==> src/rtl/cur_mb_fetch.sv <==
// cur_mb_fetch: reads one 16x16 current-frame MB as 32 two-word beats
// over a dual-port memory and streams them through a 2-entry FIFO.
module cur_mb_fetch #(
    parameter int MB_COLS = 240,
    parameter int MB_ROWS = 135,
    parameter int ADDR_W  = 23,
    parameter int ROW_OFS = 64
) (
    input  logic              clk,
    input  logic              rst_n,
    input  logic              start,
    input  logic [7:0]        mb_x,
    input  logic [7:0]        mb_y,
    output logic              busy,
    output logic              done,
    output logic              err,
    output logic              mem_rd_en,
    output logic [ADDR_W-1:0] mem_addr,
    input  logic [31:0]       mem_rdata1,
    input  logic [31:0]       mem_rdata2,
    output logic              out_valid,
    input  logic              out_ready,
    output logic [3:0]        out_row,
    output logic [1:0]        out_word,
    output logic [31:0]       out_data_a,
    output logic [31:0]       out_data_b
);

    // Port B sits this many MB rows below port A; skip those rows on A.
    localparam logic [3:0] ROW_SKIP = 4'(ROW_OFS / 16);

    typedef enum logic [1:0] {
        S_IDLE,
        S_FETCH,
        S_DRAIN,
        S_DONE
    } state_t;

    state_t            r_state;
    state_t            w_state_nxt;
    logic [4:0]        r_k;
    logic [ADDR_W-1:0] r_base;
    logic              r_err;

    logic              r_inf;
    logic [3:0]        r_inf_row;
    logic [1:0]        r_inf_word;

    logic [3:0]        r_f_row  [2];
    logic [1:0]        r_f_word [2];
    logic [31:0]       r_f_da   [2];
    logic [31:0]       r_f_db   [2];
    logic              r_wp;
    logic              r_rp;
    logic [1:0]        r_cnt;

    logic              w_req_ok;
    logic              w_accept;
    logic [ADDR_W-1:0] w_base;
    logic [3:0]        w_s;
    logic [1:0]        w_w;
    logic [3:0]        w_row;
    logic [7:0]        w_ofs;
    logic [ADDR_W-1:0] w_addr;
    logic              w_pop;
    logic [2:0]        w_occ;
    logic              w_issue;

    assign w_req_ok = (int'(mb_x) < MB_COLS) && (int'(mb_y) < MB_ROWS);
    assign w_accept = (r_state == S_IDLE) && start && w_req_ok;
    assign w_base   = (ADDR_W'(mb_y) * ADDR_W'(MB_COLS) + ADDR_W'(mb_x)) << 8;

    assign w_s    = {2'b00, r_k[4:2]};
    assign w_w    = r_k[1:0];
    assign w_row  = (w_s < ROW_SKIP) ? w_s : w_s + ROW_SKIP;
    assign w_ofs  = {w_row, w_w, 2'b00};
    assign w_addr = r_base + ADDR_W'(w_ofs);

    // Credit: FIFO entries plus the read in flight, less this cycle's pop.
    assign w_pop   = (r_cnt != 2'd0) && out_ready;
    assign w_occ   = {1'b0, r_cnt} + {2'b00, r_inf} - {2'b00, w_pop};
    assign w_issue = (r_state == S_FETCH) && (w_occ < 3'd2);

    // Next-state and status outputs.
    always_comb begin
        w_state_nxt = r_state;
        busy        = 1'b0;
        done        = 1'b0;
        mem_rd_en   = 1'b0;
        unique case (r_state)
            S_IDLE: begin
                if (w_accept) begin
                    w_state_nxt = S_FETCH;
                end
            end
            S_FETCH: begin
                busy      = 1'b1;
                mem_rd_en = w_issue;
                if (w_issue && (r_k == 5'd31)) begin
                    w_state_nxt = S_DRAIN;
                end
            end
            S_DRAIN: begin
                busy = 1'b1;
                if (w_pop && (r_cnt == 2'd1) && !r_inf) begin
                    w_state_nxt = S_DONE;
                end
            end
            S_DONE: begin
                done        = 1'b1;
                w_state_nxt = S_IDLE;
            end
            default: begin
                w_state_nxt = S_IDLE;
            end
        endcase
    end

    // State register.
    always_ff @(posedge clk) begin
        if (rst_n) begin
            r_state <= S_IDLE;
        end else begin
            r_state <= w_state_nxt;
        end
    end

    // Request latch, beat counter and range-error pulse.
    always_ff @(posedge clk) begin
        if (rst_n) begin
            r_base <= '0;
            r_k    <= '0;
            r_err  <= 1'b0;
        end else begin
            r_err <= (r_state == S_IDLE) && start && !w_req_ok;
            if (w_accept) begin
                r_base <= w_base;
                r_k    <= '0;
            end else if (w_issue) begin
                r_k <= r_k + 5'd1;
            end
        end
    end

    // Tag of the read whose data returns next cycle.
    always_ff @(posedge clk) begin
        if (rst_n) begin
            r_inf      <= 1'b0;
            r_inf_row  <= '0;
            r_inf_word <= '0;
        end else begin
            r_inf      <= w_issue;
            r_inf_row  <= w_row;
            r_inf_word <= w_w;
        end
    end

    // Two-entry output FIFO fed by returning read data.
    always_ff @(posedge clk) begin
        if (rst_n) begin
            r_f_row[0]  <= '0;
            r_f_row[1]  <= '0;
            r_f_word[0] <= '0;
            r_f_word[1] <= '0;
            r_f_da[0]   <= '0;
            r_f_da[1]   <= '0;
            r_f_db[0]   <= '0;
            r_f_db[1]   <= '0;
            r_wp        <= 1'b0;
            r_rp        <= 1'b0;
            r_cnt       <= '0;
        end else begin
            if (r_inf) begin
                r_f_row[r_wp]  <= r_inf_row;
                r_f_word[r_wp] <= r_inf_word;
                r_f_da[r_wp]   <= mem_rdata1;
                r_f_db[r_wp]   <= mem_rdata2;
                r_wp           <= ~r_wp;
            end
            if (w_pop) begin
                r_rp <= ~r_rp;
            end
            r_cnt <= r_cnt + {1'b0, r_inf} - {1'b0, w_pop};
        end
    end

    assign err        = r_err;
    assign mem_addr   = mem_rd_en ? w_addr : '0;
    assign out_valid  = (r_cnt != 2'd0);
    assign out_row    = r_f_row[r_rp];
    assign out_word   = r_f_word[r_rp];
    assign out_data_a = r_f_da[r_rp];
    assign out_data_b = r_f_db[r_rp];

endmodule

==> config.mk <==
export PLATFORM = sky130hd
export DESIGN_NAME = cur_mb_fetch
export DESIGN_NICKNAME = d
export VERILOG_FILES = /design/src/rtl/cur_mb_fetch.sv
export SDC_FILE = /design/constraint.sdc
export NUM_CORES = 1
export LEC_CHECK = 0
export BUFFER_PORTS_ARGS = -buffer_cell sky130_fd_sc_hd__buf_2
export CAP_MARGIN = 15
export CORE_ASPECT_RATIO = 0.8
export CORE_MARGIN = 4
export CORE_UTILIZATION = 59
export DETAILED_ROUTE_END_ITERATION = 12
export HOLD_SLACK_MARGIN = 0.05
export PLACE_DENSITY = 0.94
export SYNTH_ARGS = -nofsm -noshare
export SYNTH_HDL_FRONTEND = slang
export SYNTH_SLANG_ARGS = --single-unit
==> constraint.sdc <==
create_clock -name clk -period 5.86 [get_ports clk]
set_clock_uncertainty 0.1 [all_clocks]
set_input_delay 0.586 -clock clk [delete_from_list [all_inputs] [get_ports clk]]
set_output_delay 0.586 -clock clk [all_outputs]
set_load 0.01 [all_outputs]
# Word-level counts from Yosys, hierarchy flattened

Memories as Yosys holds them, arrays and structs flattened. A register that Yosys moved wholly into a read port is not among the register bits.
Cells that the tools add are included.

Bits in registers: 34
RAM bits: 140
Input bits: 84
Output and inout port bits: 98
Word-level logic and storage cells: 91
Memories kept: 4

Memory list:

| memory   | depth | bits a word | read ports | clocked after memory_dff | write ports | line | source |
|---|---|---|---|---|---|---|---|
| r_f_da   | 2     | 32          | 1          | 1                        | 2           | 51   | `logic [31:0] r_f_da [2];` |
| r_f_db   | 2     | 32          | 1          | 1                        | 2           | 52   | `logic [31:0] r_f_db [2];` |
| r_f_row  | 2     | 4           | 1          | 1                        | 2           | 49   | `logic [3:0] r_f_row [2];` |
| r_f_word | 2     | 2           | 1          | 1                        | 2           | 50   | `logic [1:0] r_f_word [2];` |

Add/sub/neg operators: 8
Multipliers: 1
Magnitude comparators: 4
Equality and inequality tests: 8
Mux-type cells: 34
Bitwise logic cells: 2
Reductions and logical operators: 20

Operator list:

| operator                                            | count |
|---|---|
| 2-to-1 mux 32 bit                                   | 2 |
| OR reduction 32 bit                                 | 2 |
| 2-to-1 mux 1 bit                                    | 24 |
| adder 23 x 8 -> 23 bit                              | 1 |
| 2-to-1 mux 23 bit                                   | 1 |
| < comparator 8 bit, second input constant           | 2 |
| adder 15 x 8 -> 15 bit                              | 1 |
| multiplier 8 x 4 -> 11 bit, second input constant   | 1 |
| logical AND 1 bit                                   | 9 |
| 2-to-1 mux 2 bit                                    | 4 |
| 2-to-1 mux 4 bit                                    | 2 |
| one-hot mux 2 bit (4 select lines)                  | 1 |
| OR reduction 2 bit                                  | 3 |
| adder 5 x 1 -> 5 bit, second input constant         | 1 |
| equality test 5 bit, second input constant          | 1 |
| adder 3 x 3 -> 4 bit, second input constant         | 1 |
| equality test 2 x 1 -> 1 bit, second input constant | 2 |
| equality test 2 bit, second input constant          | 2 |
| inequality test 2 bit, second input constant        | 2 |
| OR reduction 4 bit                                  | 1 |
| adder 2 x 1 -> 3 bit                                | 1 |
| < comparator 3 x 2 -> 1 bit, second input constant  | 1 |
| < comparator 3 bit, second input constant           | 1 |
| AND reduction 3 bit                                 | 1 |
| other kinds (8)                                     | 10 |

# Logic depth before layout (Yosys ltp)

Depth in word-level cells: 8
Mapped depth: 14
Depth with buffers taken out: 13

# Worst setup path before layout

Ideal clock, no wire load.

Kind: input to register
Start point: in mb_y[0]
End point: reg r_base[21]
Setup time: 0.062 ns
Data arrival time: 3.550 ns
Required time: 5.698 ns
Path slack: 2.148 ns
Stages on the path: 13
Buffers on the path: 0
Cells stage by stage: fa_1 fa_1 inv_1 fa_1 inv_1 ha_1 o21ai_0 nor2_1 o21ai_0 nand3b_1 nor3b_1 or4_1 nand3_1

Longest elaborated chain between the ends: 3
Elaborated cells between the ends (all ways): 5
Classes of those cells: 1 x add/sub; 1 x mul; 1 x order compare; 2 x reduce/logical

RTL lines:

| item                                                                           | line | source |
|---|---|---|
| from (decl)                                                                    | 13   | `input logic [7:0] mb_y,` |
| parallel branches: the longest is 3 deep, another holds adder 15 x 8 -> 15 bit | -    |  |
| to (signal assigned)                                                           | 137  | `r_base <= w_base;` |
| to (decl)                                                                      | 42   | `logic [ADDR_W-1:0] r_base;` |

Several ways; the timed one is not identified.
A chain may end at the register's enable or synchronous reset.

# Worst setup path in the final report

Start point: reg r_cnt[1]
End point: out mem_addr[3]

Longest elaborated chain between the ends: 7
Elaborated cells between the ends (all ways): 8
Classes of those cells: 2 x add/sub; 1 x order compare; 2 x mux; 3 x reduce/logical

RTL lines:

| item                        | line | source |
|---|---|---|
| from (decl)                 | 55   | `logic [1:0] r_cnt;` |
| from (signal assigned)      | 183  | `r_cnt <= r_cnt + {1'b0, r_inf} - {1'b0, w_pop};` |
| nonzero test 2 bit          | 80   | `assign w_pop = (r_cnt != 2'd0) && out_ready;` |
| logical AND 1 bit           | 80   |  |
| named net w_pop             | 65   | `logic w_pop;` |
| subtractor 3 x 1 -> 3 bit   | 81   | `assign w_occ = {1'b0, r_cnt} + {2'b00, r_inf} - {2'b00, w_pop};` |
| < comparator 3 x 2 -> 1 bit | 82   | `assign w_issue = (r_state == S_FETCH) && (w_occ < 3'd2);` |
| logical AND 1 bit           | 82   |  |
| 2-to-1 mux 1 bit            | 90   | `unique case (r_state)` |
| 2-to-1 mux 23 bit           | 188  | `assign mem_addr = mem_rd_en ? w_addr : '0;` |
| to (decl)                   | 18   | `output logic [ADDR_W-1:0] mem_addr,` |

The timed path passes the listed nets, and every way through them passes these cells.

==> results.md <==
- Status: finished, final reports clean
- Die Y: 115.2 um
- # resized after CTS: 0
- Top cells by area, synth: edfxtp_1 (49%), and2_1 (12%), mux2_2 (9.2%)
- Worst reg-to-reg setup slack: 2.03 ns
- Multi-input gate area: 3415 sq um
- Critical path's slowest cell: and3_1
- Period utilisation layout: 0.6992
- Largest area contributor in the netlist: edfxtp_1
- Syn Inst Count: 661
- Via Count: 5330
- Vias per cell: 5.231
- RSZ-0062 raised after global routing: false
- Hold Buf Count CTS: 0
- # rows: 38
- Synth async-reset ratio: 0
- Post-CTS setup buffer count: 0
- Dpl cell area: 9497 sq um
- Nets: 955
- Post-synth cell types: 49
- Syn Area/Cell: 12.83 sq um
- Final Hold Vio Count: 0
- CTS tree: built
- Detailed-placement wirelength estimate: 11330 um
- Worst Path Arrival: 3.41 ns
- Req. time, crit path: 5.17 ns
- Clk_lat worst skew: 0.41 ns
- Hold crit path type: in2reg
- TNS Setup: 0 ns
- Largest net degree at the start of global routing: 71
- CP bufs+invs: 3
- Initial antenna violation count: 0
- Die area: 16370 sq um
- Ports: 182
- Sequential share of the synthesized area: 0.5689
- Worst hold margin: 0.3163 ns
- Critical path class: reg2out
- CTS max path bufs: 2
- Yosys warns: 0
- Routed WL: 17160 um
- DRT iter0 DRCs: 300
- Initial Utilization: 0.6129
- VDD IR max: 0.0002390 V
- Final setup violation count: 0
- Max Cap Viol: 0
- Final worst path period need: 4.097 ns
- P per Cell Area: 384.4 nW/um^2
- Total global routing overflow: 0
- CORE AREA: 13840 sq um
- Clock slew at reported path FFs: 0.06 ns
- Crit. End Element: output port
- Leak Pwr: 4.358 nW
- Router iterations before antenna repair: 4
- Slowest stage delay, CP: 0.71 ns
- Critical Path Source Type: register
- Maximum fanout along the worst path: 27
- Post-route ant nets: 0
- Gpl congestion: 0.8400
- Wire per inst: 16.84 um
- Fin. max-slew vios: 0
- Via count of the first global-routing pass: 5492
- CP Cell Sequence: or2_2 -> and2_1 -> ha_1 -> inv_1 -> ha_1 -> inv_1 -> fa_1 -> xnor2_1 -> and3_1 -> and2_1 -> buf_2
- Post-synth EDFFs: 138
- DR DRC count: 0
- Worst Max-Slew Pin Slew: 1.034 ns
- Flip-flop and latch area: 4828 sq um
- CTS H-tree depth: 4
- Layout cells sized above 1: 0.3504
- First-pass GRT wire length: 26800 um
- Synth Register Bits: 172
- All-Layer GR Usage: 0.2113
- Ys flop type: edfxtp_1
- Commonest non-fill, non-tap cell in the layout: buf_2
- Cts bufs inserted: 17
- Fillers: 943
- Synthesized area: 8481 sq um
- Fmax: 0.2441 GHz
- Sink Count: 172
- Final instance area: 10070 sq um
- Share of the synthesized area in the top cell type: 0.4886
- Antenna fix cells: 0
- Slew Limit Headroom: 0.3108
- Most frequent cells in the layout: buf_2 (177), and2_1 (159), edfxtp_1 (138)
- DIE WIDTH: 142.0 um
- Kind of cell adding the most delay to the critical path: simple AND/OR/NAND/NOR gates
- PortBufs: 177
- Synthesis-to-layout area growth: 18.71%
- CTS root buf: clkbuf_16
area by class of cell:
class	instances	area share
timing repair buffer	180	0.09023
clock buffer	18	0.04263
multi-input combinational	424	0.3392
tap	180	0.02237
inverter	32	0.01193
sequential	172	0.4796
clock inverter	13	0.01404
path summary, 6_finish.rpt:
kind               from          end  depth (start not counted)
max reg2reg    r_cnt[1]   r_state[1]                         13
max            r_cnt[1]  mem_addr[3]                         11
min reg2reg  r_base[15]   r_base[15]                          2
min             mb_x[1]    r_base[9]                          3
per-layer routing:
layer / part of all wire / GRT usage / up-vias
met5: 0 / 0 / -
met4: 0.011 / 0.06330 / 0
met3: 0.060 / 0.04532 / 15
met2: 0.51 / 0.3722 / 163
met1: 0.42 / 0.2641 / 2551
li1: - / - / 2601
Yosys cell counts, types with 5 or more instances:
cell and number:
fa_1 15, a211oi_1 7, and2_1 159, clkbuf_1 23
xnor2_1 12, ha_1 29, a21oi_1 13, nor2b_1 10
xor2_1 7, buf_1 7, nor2_1 23, nor3_1 6
dfxtp_1 34, mux2_2 69, nand2_1 19, o21ai_0 5
inv_1 32, edfxtp_1 138
sequential cells by signal, summed over array words and instances (netlist names), named ones only:
signal / flops
err: 1
r_base: 15
r_cnt: 2
r_f_da: 64
r_f_db: 64
r_f_row: 6
r_f_word: 4
r_inf: 1
r_inf_row: 3
r_inf_word: 2
r_k: 5
r_rp: 1
r_state: 2
r_wp: 1
through the flow:
stage          std cells  total power, W  utilization  setup WS, ns
2_1_floorplan        664        0.002423            -         2.148
3_3_place_gp         988        0.002764       0.6864         1.941
3_5_place_dp         988        0.002803       0.6864         1.829
4_1_cts             1019        0.003901       0.7276         1.733
5_1_grt             1019        0.004066       0.7276         1.597
6_report            1019        0.003869       0.7276         1.763
tightest hold or removal path, stage by stage:
cell and delay (ns):
buf_2 0.10, nand2_1 0.05, a21oi_1 0.05
kinds of logic after synthesis:
| logic type | after synthesis | synth area share |
|---|---|---|
| AO/OA/AOI/OAI | 42 | 0.03570 |
| AND/OR/NAND/NOR | 243 | 0.1698 |
| XOR/XNOR | 19 | 0.01962 |
| flip-flops | 172 | 0.5689 |
| other | 1 | 0.0004422 |
| buffers and inverters | 68 | 0.03216 |
| adder cells (fa/ha/maj) | 44 | 0.07819 |
| multiplexers | 72 | 0.09516 |
power by group:
| group | leakage [nW] | switching, W | internal [W] |
|---|---|---|---|
| clock network | 0.280 | 0.000460 | 0.000629 |
| logic | 2.37 | 0.000607 | 0.000543 |
| registers | 1.71 | 0.000129 | 0.00150 |
(Power assumes the default switching activity.)
